### config.mk
export PLATFORM = sky130hd
export DESIGN_NAME = tank_move_controller_flat
export DESIGN_NICKNAME = d
export VERILOG_FILES = /design/src/rtl/tank_move_controller_if.sv /design/src/rtl/tank_move_controller.sv /design/src/flat_wrapper.sv
export SDC_FILE = /design/constraint.sdc
export NUM_CORES = 1
export LEC_CHECK = 0
export ABC_AREA = 1
export ABC_CLOCK_PERIOD_IN_PS = 6200
export CORE_ASPECT_RATIO = 1.2
export CORE_MARGIN = 5
export CORE_UTILIZATION = 40
export DETAILED_ROUTE_END_ITERATION = 16
export SETUP_SLACK_MARGIN = 0.15
export SLEW_MARGIN = 20
export SYNTH_ARGS = -nofsm -noshare
export SYNTH_HDL_FRONTEND = slang
export SYNTH_SLANG_ARGS = --single-unit
### constraint.sdc
create_clock -name clk -period 6.2 [get_ports clk]
set_clock_uncertainty 0.2 [all_clocks]
set_input_delay 1.86 -clock clk [delete_from_list [all_inputs] [get_ports clk]]
set_output_delay 1.86 -clock clk [all_outputs]
set_load 0.05 [all_outputs]
### src/rtl/tank_move_controller_if.sv
// ---------------------------------------------------------------------------
// tank_move_controller_if
//   Groups the frame strobe, player requests, collision flag and the tank
//   position/heading outputs of the tank movement controller.
//   master : drives startOfFrame, dir*, collision; receives position/heading
//   slave  : the controller itself
// ---------------------------------------------------------------------------
interface tank_move_controller_if;
  logic        startOfFrame;
  logic        dirUp;
  logic        dirDown;
  logic        dirLeft;
  logic        dirRight;
  logic        collision;
  logic [10:0] topLeftX;
  logic [10:0] topLeftY;
  logic [1:0]  heading;
  logic        moving;

  modport master (
    output startOfFrame, dirUp, dirDown, dirLeft, dirRight, collision,
    input  topLeftX, topLeftY, heading, moving
  );

  modport slave (
    input  startOfFrame, dirUp, dirDown, dirLeft, dirRight, collision,
    output topLeftX, topLeftY, heading, moving
  );
endinterface

### src/rtl/tank_move_controller.sv
// ---------------------------------------------------------------------------
// tank_move_controller
//   Sequences the on-screen top-left position of one tank square. Once every
//   FRAMES_PER_STEP frames the tank steps STEP pixels in the requested
//   direction (up > down > left > right), clamped to the visible screen.
//   A collision seen during a frame restores the last collision-free
//   position at the next start of frame.
// Ports
//   clk     : VGA pixel clock
//   resetN  : asynchronous active-low reset
//   bus     : slave side of tank_move_controller_if
//             in : startOfFrame, dirUp/Down/Left/Right, collision
//             out: topLeftX, topLeftY, heading, moving (all registered)
// ---------------------------------------------------------------------------
module tank_move_controller #(
  parameter logic [10:0] INIT_X          = 11'd280,
  parameter logic [10:0] INIT_Y          = 11'd400,
  parameter int          OBJECT_WIDTH_X  = 32,
  parameter int          OBJECT_HEIGHT_Y = 32,
  parameter int          SCREEN_W        = 640,
  parameter int          SCREEN_H        = 480,
  parameter int          STEP            = 2,
  parameter int          FRAMES_PER_STEP = 2
) (
  input logic                    clk,
  input logic                    resetN,
  tank_move_controller_if.slave  bus
);

  typedef enum logic [1:0] {IDLE, MOVE, REVERT} state_t;
  typedef enum logic [1:0] {DIR_UP, DIR_DOWN, DIR_LEFT, DIR_RIGHT} dir_t;

  localparam logic signed [11:0] MAX_X    = 12'(SCREEN_W - OBJECT_WIDTH_X);
  localparam logic signed [11:0] MAX_Y    = 12'(SCREEN_H - OBJECT_HEIGHT_Y);
  localparam logic signed [11:0] STEP_S   = 12'(STEP);
  localparam logic [3:0]         LAST_CNT = 4'(FRAMES_PER_STEP - 1);

  state_t      state, state_n;
  dir_t        heading, heading_n;
  logic [10:0] pos_x, pos_x_n, pos_y, pos_y_n;
  logic [10:0] saved_x, saved_x_n, saved_y, saved_y_n;
  logic [3:0]  cnt, cnt_n;
  logic        hit, hit_n;

  logic             req;
  dir_t             req_dir;
  logic signed [11:0] tgt_x, tgt_y;
  logic [10:0]      step_x, step_y;
  logic             blocked;

  // Direction request with fixed priority up > down > left > right.
  always_comb begin
    req     = bus.dirUp | bus.dirDown | bus.dirLeft | bus.dirRight;
    req_dir = DIR_RIGHT;
    if (bus.dirUp)        req_dir = DIR_UP;
    else if (bus.dirDown) req_dir = DIR_DOWN;
    else if (bus.dirLeft) req_dir = DIR_LEFT;
  end

  // Candidate step position: signed 12-bit so a step past 0 goes negative
  // instead of wrapping, then saturated at the screen bounds.
  always_comb begin
    tgt_x = signed'({1'b0, pos_x});
    tgt_y = signed'({1'b0, pos_y});
    unique case (heading)
      DIR_UP:    tgt_y = tgt_y - STEP_S;
      DIR_DOWN:  tgt_y = tgt_y + STEP_S;
      DIR_LEFT:  tgt_x = tgt_x - STEP_S;
      DIR_RIGHT: tgt_x = tgt_x + STEP_S;
    endcase
    if (tgt_x < 0)          tgt_x = '0;
    else if (tgt_x > MAX_X) tgt_x = MAX_X;
    if (tgt_y < 0)          tgt_y = '0;
    else if (tgt_y > MAX_Y) tgt_y = MAX_Y;
    step_x  = tgt_x[10:0];
    step_y  = tgt_y[10:0];
    // A step pinned at a bound is not a move: the saved position stays put.
    blocked = (step_x == pos_x) && (step_y == pos_y);
  end

  // Next-state / output logic, only active in the start-of-frame cycle.
  always_comb begin
    // NOTE: every signal gets its hold value first so no path leaves it
    // unassigned; that is what keeps this combinational block latch-free.
    state_n   = state;
    heading_n = heading;
    pos_x_n   = pos_x;
    pos_y_n   = pos_y;
    saved_x_n = saved_x;
    saved_y_n = saved_y;
    cnt_n     = cnt;
    // The latch clears right after SOF; a collision in the SOF cycle itself
    // is folded into this frame's decision below, not carried forward.
    hit_n     = bus.startOfFrame ? 1'b0 : (hit | bus.collision);

    if (bus.startOfFrame) begin
      if (hit | bus.collision) begin
        state_n = REVERT;
        pos_x_n = saved_x;
        pos_y_n = saved_y;
        cnt_n   = '0;
      end else begin
        unique case (state)
          IDLE, REVERT: begin
            if (req) begin
              state_n   = MOVE;
              heading_n = req_dir;
              cnt_n     = '0;
            end else begin
              state_n = IDLE;
            end
          end
          MOVE: begin
            if (!req) begin
              state_n = IDLE;
            end else if (req_dir != heading) begin
              // Turn in place: the frame is spent rotating, no step.
              heading_n = req_dir;
              cnt_n     = '0;
            end else if (cnt == LAST_CNT) begin
              cnt_n = '0;
              if (!blocked) begin
                saved_x_n = pos_x;
                saved_y_n = pos_y;
                pos_x_n   = step_x;
                pos_y_n   = step_y;
              end
            end else begin
              cnt_n = cnt + 4'd1;
            end
          end
          default: state_n = IDLE;
        endcase
      end
    end
  end

  always_ff @(posedge clk or negedge resetN) begin
    if (!resetN) begin
      state   <= IDLE;
      heading <= DIR_UP;
      pos_x   <= INIT_X;
      pos_y   <= INIT_Y;
      saved_x <= INIT_X;
      saved_y <= INIT_Y;
      cnt     <= '0;
      hit     <= 1'b0;
    end else begin
      // NOTE: non-blocking so every register samples the pre-edge values,
      // independent of statement order.
      state   <= state_n;
      heading <= heading_n;
      pos_x   <= pos_x_n;
      pos_y   <= pos_y_n;
      saved_x <= saved_x_n;
      saved_y <= saved_y_n;
      cnt     <= cnt_n;
      hit     <= hit_n;
    end
  end

  assign bus.topLeftX = pos_x;
  assign bus.topLeftY = pos_y;
  assign bus.heading  = heading;
  assign bus.moving   = (state == MOVE);

endmodule

### src/flat_wrapper.sv
// flat-port wrapper written by rule: the top's interface ports become plain ports
module tank_move_controller_flat 
#(
  parameter logic [10:0] INIT_X          = 11'd280,
  parameter logic [10:0] INIT_Y          = 11'd400,
  parameter int          OBJECT_WIDTH_X  = 32,
  parameter int          OBJECT_HEIGHT_Y = 32,
  parameter int          SCREEN_W        = 640,
  parameter int          SCREEN_H        = 480,
  parameter int          STEP            = 2,
  parameter int          FRAMES_PER_STEP = 2
)
  (clk, resetN, bus_startOfFrame, bus_dirUp, bus_dirDown, bus_dirLeft, bus_dirRight, bus_collision, bus_topLeftX, bus_topLeftY, bus_heading, bus_moving);
  tank_move_controller_if bus_i ();
  input logic clk;
  input logic resetN;
  input wire logic [$bits(bus_i.startOfFrame)-1:0] bus_startOfFrame;
  input wire logic [$bits(bus_i.dirUp)-1:0] bus_dirUp;
  input wire logic [$bits(bus_i.dirDown)-1:0] bus_dirDown;
  input wire logic [$bits(bus_i.dirLeft)-1:0] bus_dirLeft;
  input wire logic [$bits(bus_i.dirRight)-1:0] bus_dirRight;
  input wire logic [$bits(bus_i.collision)-1:0] bus_collision;
  output wire logic [$bits(bus_i.topLeftX)-1:0] bus_topLeftX;
  output wire logic [$bits(bus_i.topLeftY)-1:0] bus_topLeftY;
  output wire logic [$bits(bus_i.heading)-1:0] bus_heading;
  output wire logic [$bits(bus_i.moving)-1:0] bus_moving;
  assign bus_i.startOfFrame = bus_startOfFrame;
  assign bus_i.dirUp = bus_dirUp;
  assign bus_i.dirDown = bus_dirDown;
  assign bus_i.dirLeft = bus_dirLeft;
  assign bus_i.dirRight = bus_dirRight;
  assign bus_i.collision = bus_collision;
  assign bus_topLeftX = bus_i.topLeftX;
  assign bus_topLeftY = bus_i.topLeftY;
  assign bus_heading = bus_i.heading;
  assign bus_moving = bus_i.moving;
  tank_move_controller #(.INIT_X(INIT_X), .INIT_Y(INIT_Y), .OBJECT_WIDTH_X(OBJECT_WIDTH_X), .OBJECT_HEIGHT_Y(OBJECT_HEIGHT_Y), .SCREEN_W(SCREEN_W), .SCREEN_H(SCREEN_H), .STEP(STEP), .FRAMES_PER_STEP(FRAMES_PER_STEP)) u_core (.clk(clk), .resetN(resetN), .bus(bus_i));
endmodule
==> results.sh <==
export IMPL_cellPowerDensity_nw_per_um2=482.3
export IMPL_design_core_area_um2=11090
export IMPL_wl_um=12510
export IMPL_crit_fanout=24
export IMPL_drt_pass1_iter_count=5
export IMPL_startpoint="u_core.bus.heading[1]"
export IMPL_hp_class="reg2reg"
export IMPL_crit_slowest_cell="nor2b_1"
export IMPL_overflow=0
export IMPL_fmax_mhz=199.2
export IMPL_endpoint="u_core.bus.topLeftX[9]"
export IMPL_slew_violations=0
export IMPL_muxShareOfSynthArea_pct=0
export IMPL_synth_top_family_by_area="simple AND/OR/NAND/NOR gates"
export IMPL_clock_root_buffer="clkbuf_16"
export IMPL_n_antenna_cell=0
export IMPL_crit_chain="inv_2, nand2_1, ha_1, or2_1, nand3_1, nand2_1, nand2_1, nand3_1, nand3_1, nor2b_1, nand2_1, nand3_1, nand2_1, nor2_1, nand3_1, nor2_2, nand3_4, nand2_4, nand2_4, nand2_1, nand2_1"
export IMPL_holdWs_ns=0.2625
export IMPL_required_ns=6.18
export IMPL_period_share_pct=80.98
export IMPL_synth_compound_area_share_pct=7.333
export IMPL_cts_htree_levels=2
export IMPL_hold_viol=0
export IMPL_rsz0062_at_grt="no"
export IMPL_syn_area_um2=4556
export IMPL_drive_above_1_share_pct=8.690
export IMPL_synth_area_top_cells="dfrtp_1, nand2_1, nand3_1"
export IMPL_ys_flop_type="dfrtp_1"
export IMPL_yosysTopAreaCellShare_pct=22.52
export IMPL_die_x_um=107.4
export IMPL_status="completed"
export IMPL_ys_warn_count=0
export IMPL_slowest_delay_ns=0.52
export IMPL_io_pins=33
export IMPL_cts_setup_buffers=0
export IMPL_num_fill_cells=1120
export IMPL_drt_iter0_markers=274
export IMPL_grt_max_degree=54
export IMPL_p_leak_nw=2.704
export IMPL_setup_violations=0
export IMPL_synth_seq_cells=53
export IMPL_r2r_cells=21
export IMPL_track_usage_pct=18.45
export IMPL_antenna_left=0
export IMPL_synth_top_area_cell="dfrtp_1"
export IMPL_cts_max_path_buffers=2
export IMPL_timing_rr_end="u_core.bus.topLeftX[9]"
export IMPL_yosysSeqAreaShare_pct=29.44
export IMPL_crit_arrival_ns=5.00
export IMPL_remaining_drc_errors=0
export IMPL_antenna_found_initial=0
export IMPL_fin_crit_ns=5.021
export IMPL_tightest_slew_ns=0.7754
export IMPL_hpwl_um=9326
export IMPL_yosys_area_share_simple_pct=45.10
export IMPL_synth_adder_area_share_pct=7.470
export IMPL_timing_final_ws_setup_ns=1.179
export IMPL_dieArea_um2=13630
export IMPL_synth_edff_count=0
export IMPL_syn2layout_area_growth_pct=12.47
export IMPL_synth_most_common_cell="nand2_1"
export IMPL_cts_buffers=5
export IMPL_clkTransAtPathRegs_ns=0.07
export IMPL_ir_drop_v=0.0001778
export IMPL_synth_top_cells_by_count="nand2_1, nand3_1, inv_1, nor2_1, dfrtp_1"
export IMPL_synthXorXnorAreaFrac_pct=0.7690
export IMPL_num_vias=4539
export IMPL_relSlewSlack_pct=47.98
export IMPL_synth_fp_nets=743
export IMPL_post_place_ws_ns=1.238
export IMPL_nets=758
export IMPL_synth_cell_types=42
export IMPL_placed_cells=871
export IMPL_cp_end_kind="flop"
export IMPL_grt_pass1_wl_um=20760
export IMPL_cpMostUsedCell="nand2_1"
export IMPL_clock_latency_ns=0.30
export IMPL_r2r_slack_ns=1.18
export IMPL_cts_tree="built"
export IMPL_synth_async_sr_flop_share_pct=100.0
export IMPL_routedWlPerCell_um=14.24
export IMPL_critPathKind="reg2reg"
export IMPL_postCtsHoldBufs=0
export IMPL_grt_pass1_vias=4300
export IMPL_startpoint_type="flop"
export IMPL_place_gp_congestion=0.9286
export IMPL_cts_num_sinks=53
export IMPL_final_cells=879
export IMPL_avgSynthCellArea_um2=6.425
export IMPL_post_drt_via_cell_ratio=5.164
export IMPL_initial_core_util_pct=41.09
export IMPL_fin_setup_tns_ns=0
export IMPL_die_h_um=126.9
export IMPL_cts_resized=0
export IMPL_synthCells=709
export IMPL_r2r_start="u_core.bus.heading[1]"
export IMPL_drv_cap=0
export IMPL_portBuffers=32
export IMPL_core_rowCount=42
==> per-stage QoR <==
stage               instance area, um^2  power [mW]  utilization, %
global route                       5124       2.713           46.21
detailed placement                 4951       2.134           44.65
finish                             5124       2.471           46.21
global placement                   4951       2.128           44.65
CTS                                5124       2.472           46.21
floorplan                          4556       1.798               -
==> per-layer routing <==
metal | vias up | routed length, um | track usage [%]
met5 | - | 0 | 0
li1 | 2320 | - | -
met1 | 2083 | 5974 | 25.83
met2 | 126 | 5805 | 30.09
met3 | 10 | 605 | 2.795
met4 | 0 | 127 | 4.309
==> worst min path at each step <==
stage	endpoint	from	depth (start not counted)
5_1_grt	u_core.saved_x[8]	u_core.saved_x[8]	2
4_1_cts	u_core.saved_x[4]	u_core.saved_x[4]	2
6_report	u_core.saved_x[4]	u_core.saved_x[4]	2
3_3_place_gp	u_core.saved_x[8]	u_core.saved_x[8]	2
2_1_floorplan	u_core.saved_x[0]	u_core.saved_x[0]	2
3_5_place_dp	u_core.saved_x[4]	u_core.saved_x[4]	2
==> cell families (layout without fill, tap and decap cells) <==
logic type | count (synthesis) | count (layout)
and+or+nand+nor | 461 | 461
adders and majority gates | 26 | 26
AOI/OAI and AO/OA | 59 | 59
DFF | 53 | 53
xor gates and xnor gates | 4 | 4
buffers and inverters | 106 | 122
==> layout make-up <==
cell class	instances	area (um^2)	share of cell area [%]
Sequential cell	53	1341	26.18
Clock inverter	1	30.03	0.5861
Timing Repair Buffer	37	352.8	6.886
Clock buffer	7	142.6	2.784
Tap cell	154	192.7	3.761
Inverter	77	289.0	5.641
Multi-Input combinational cell	550	2775	54.16
==> registers in the layout, summed over array words and instances (netlist names) <==
register,flops
u_core.bus.topLeftX,11
u_core.bus.topLeftY,11
u_core.saved_x,11
u_core.hit,1
u_core.bus.heading,2
u_core.saved_y,11
u_core.cnt,4
u_core.state,2
==> report_power, final <==
| group | total, mW | switching [mW] | internal (mW) | leakage [nW] |
|---|---|---|---|---|
| Clock | 0.328 | 0.126 | 0.202 | 0.0841 |
| Combinational | 1.64 | 1.09 | 0.553 | 1.93 |
| Sequential | 0.501 | 0.106 | 0.395 | 0.685 |
| Total | 2.47 | 1.32 | 1.15 | 2.70 |
==> critical path: cells and delay by family (launching register included) <==
family,cells,cell delay (ns)
fa+ha+maj,1,0.48
buf+inv,1,0.33
flops,1,0.50
simple gates,19,3.37
==> cells in the final DEF, fill, tap and decap left out, types with 3 or more instances in the layout <==
cell type and instances:
o21ai_0 22, clkdlybuf4s50_1 31, clkinv_1 3, buf_4 5, nand2_2 5, nand4_1 35, a21oi_1 16, nor2_2 5
nor2_1 43, inv_2 12, dfrtp_1 41, nand2_1 273, inv_1 62, nand3_1 78, o21ai_1 5, nand3b_1 5
or2_2 3, nand3_2 5, clkbuf_16 5, ha_1 24, dfstp_2 12, o22ai_1 3
(Power assumes the default switching activity.)
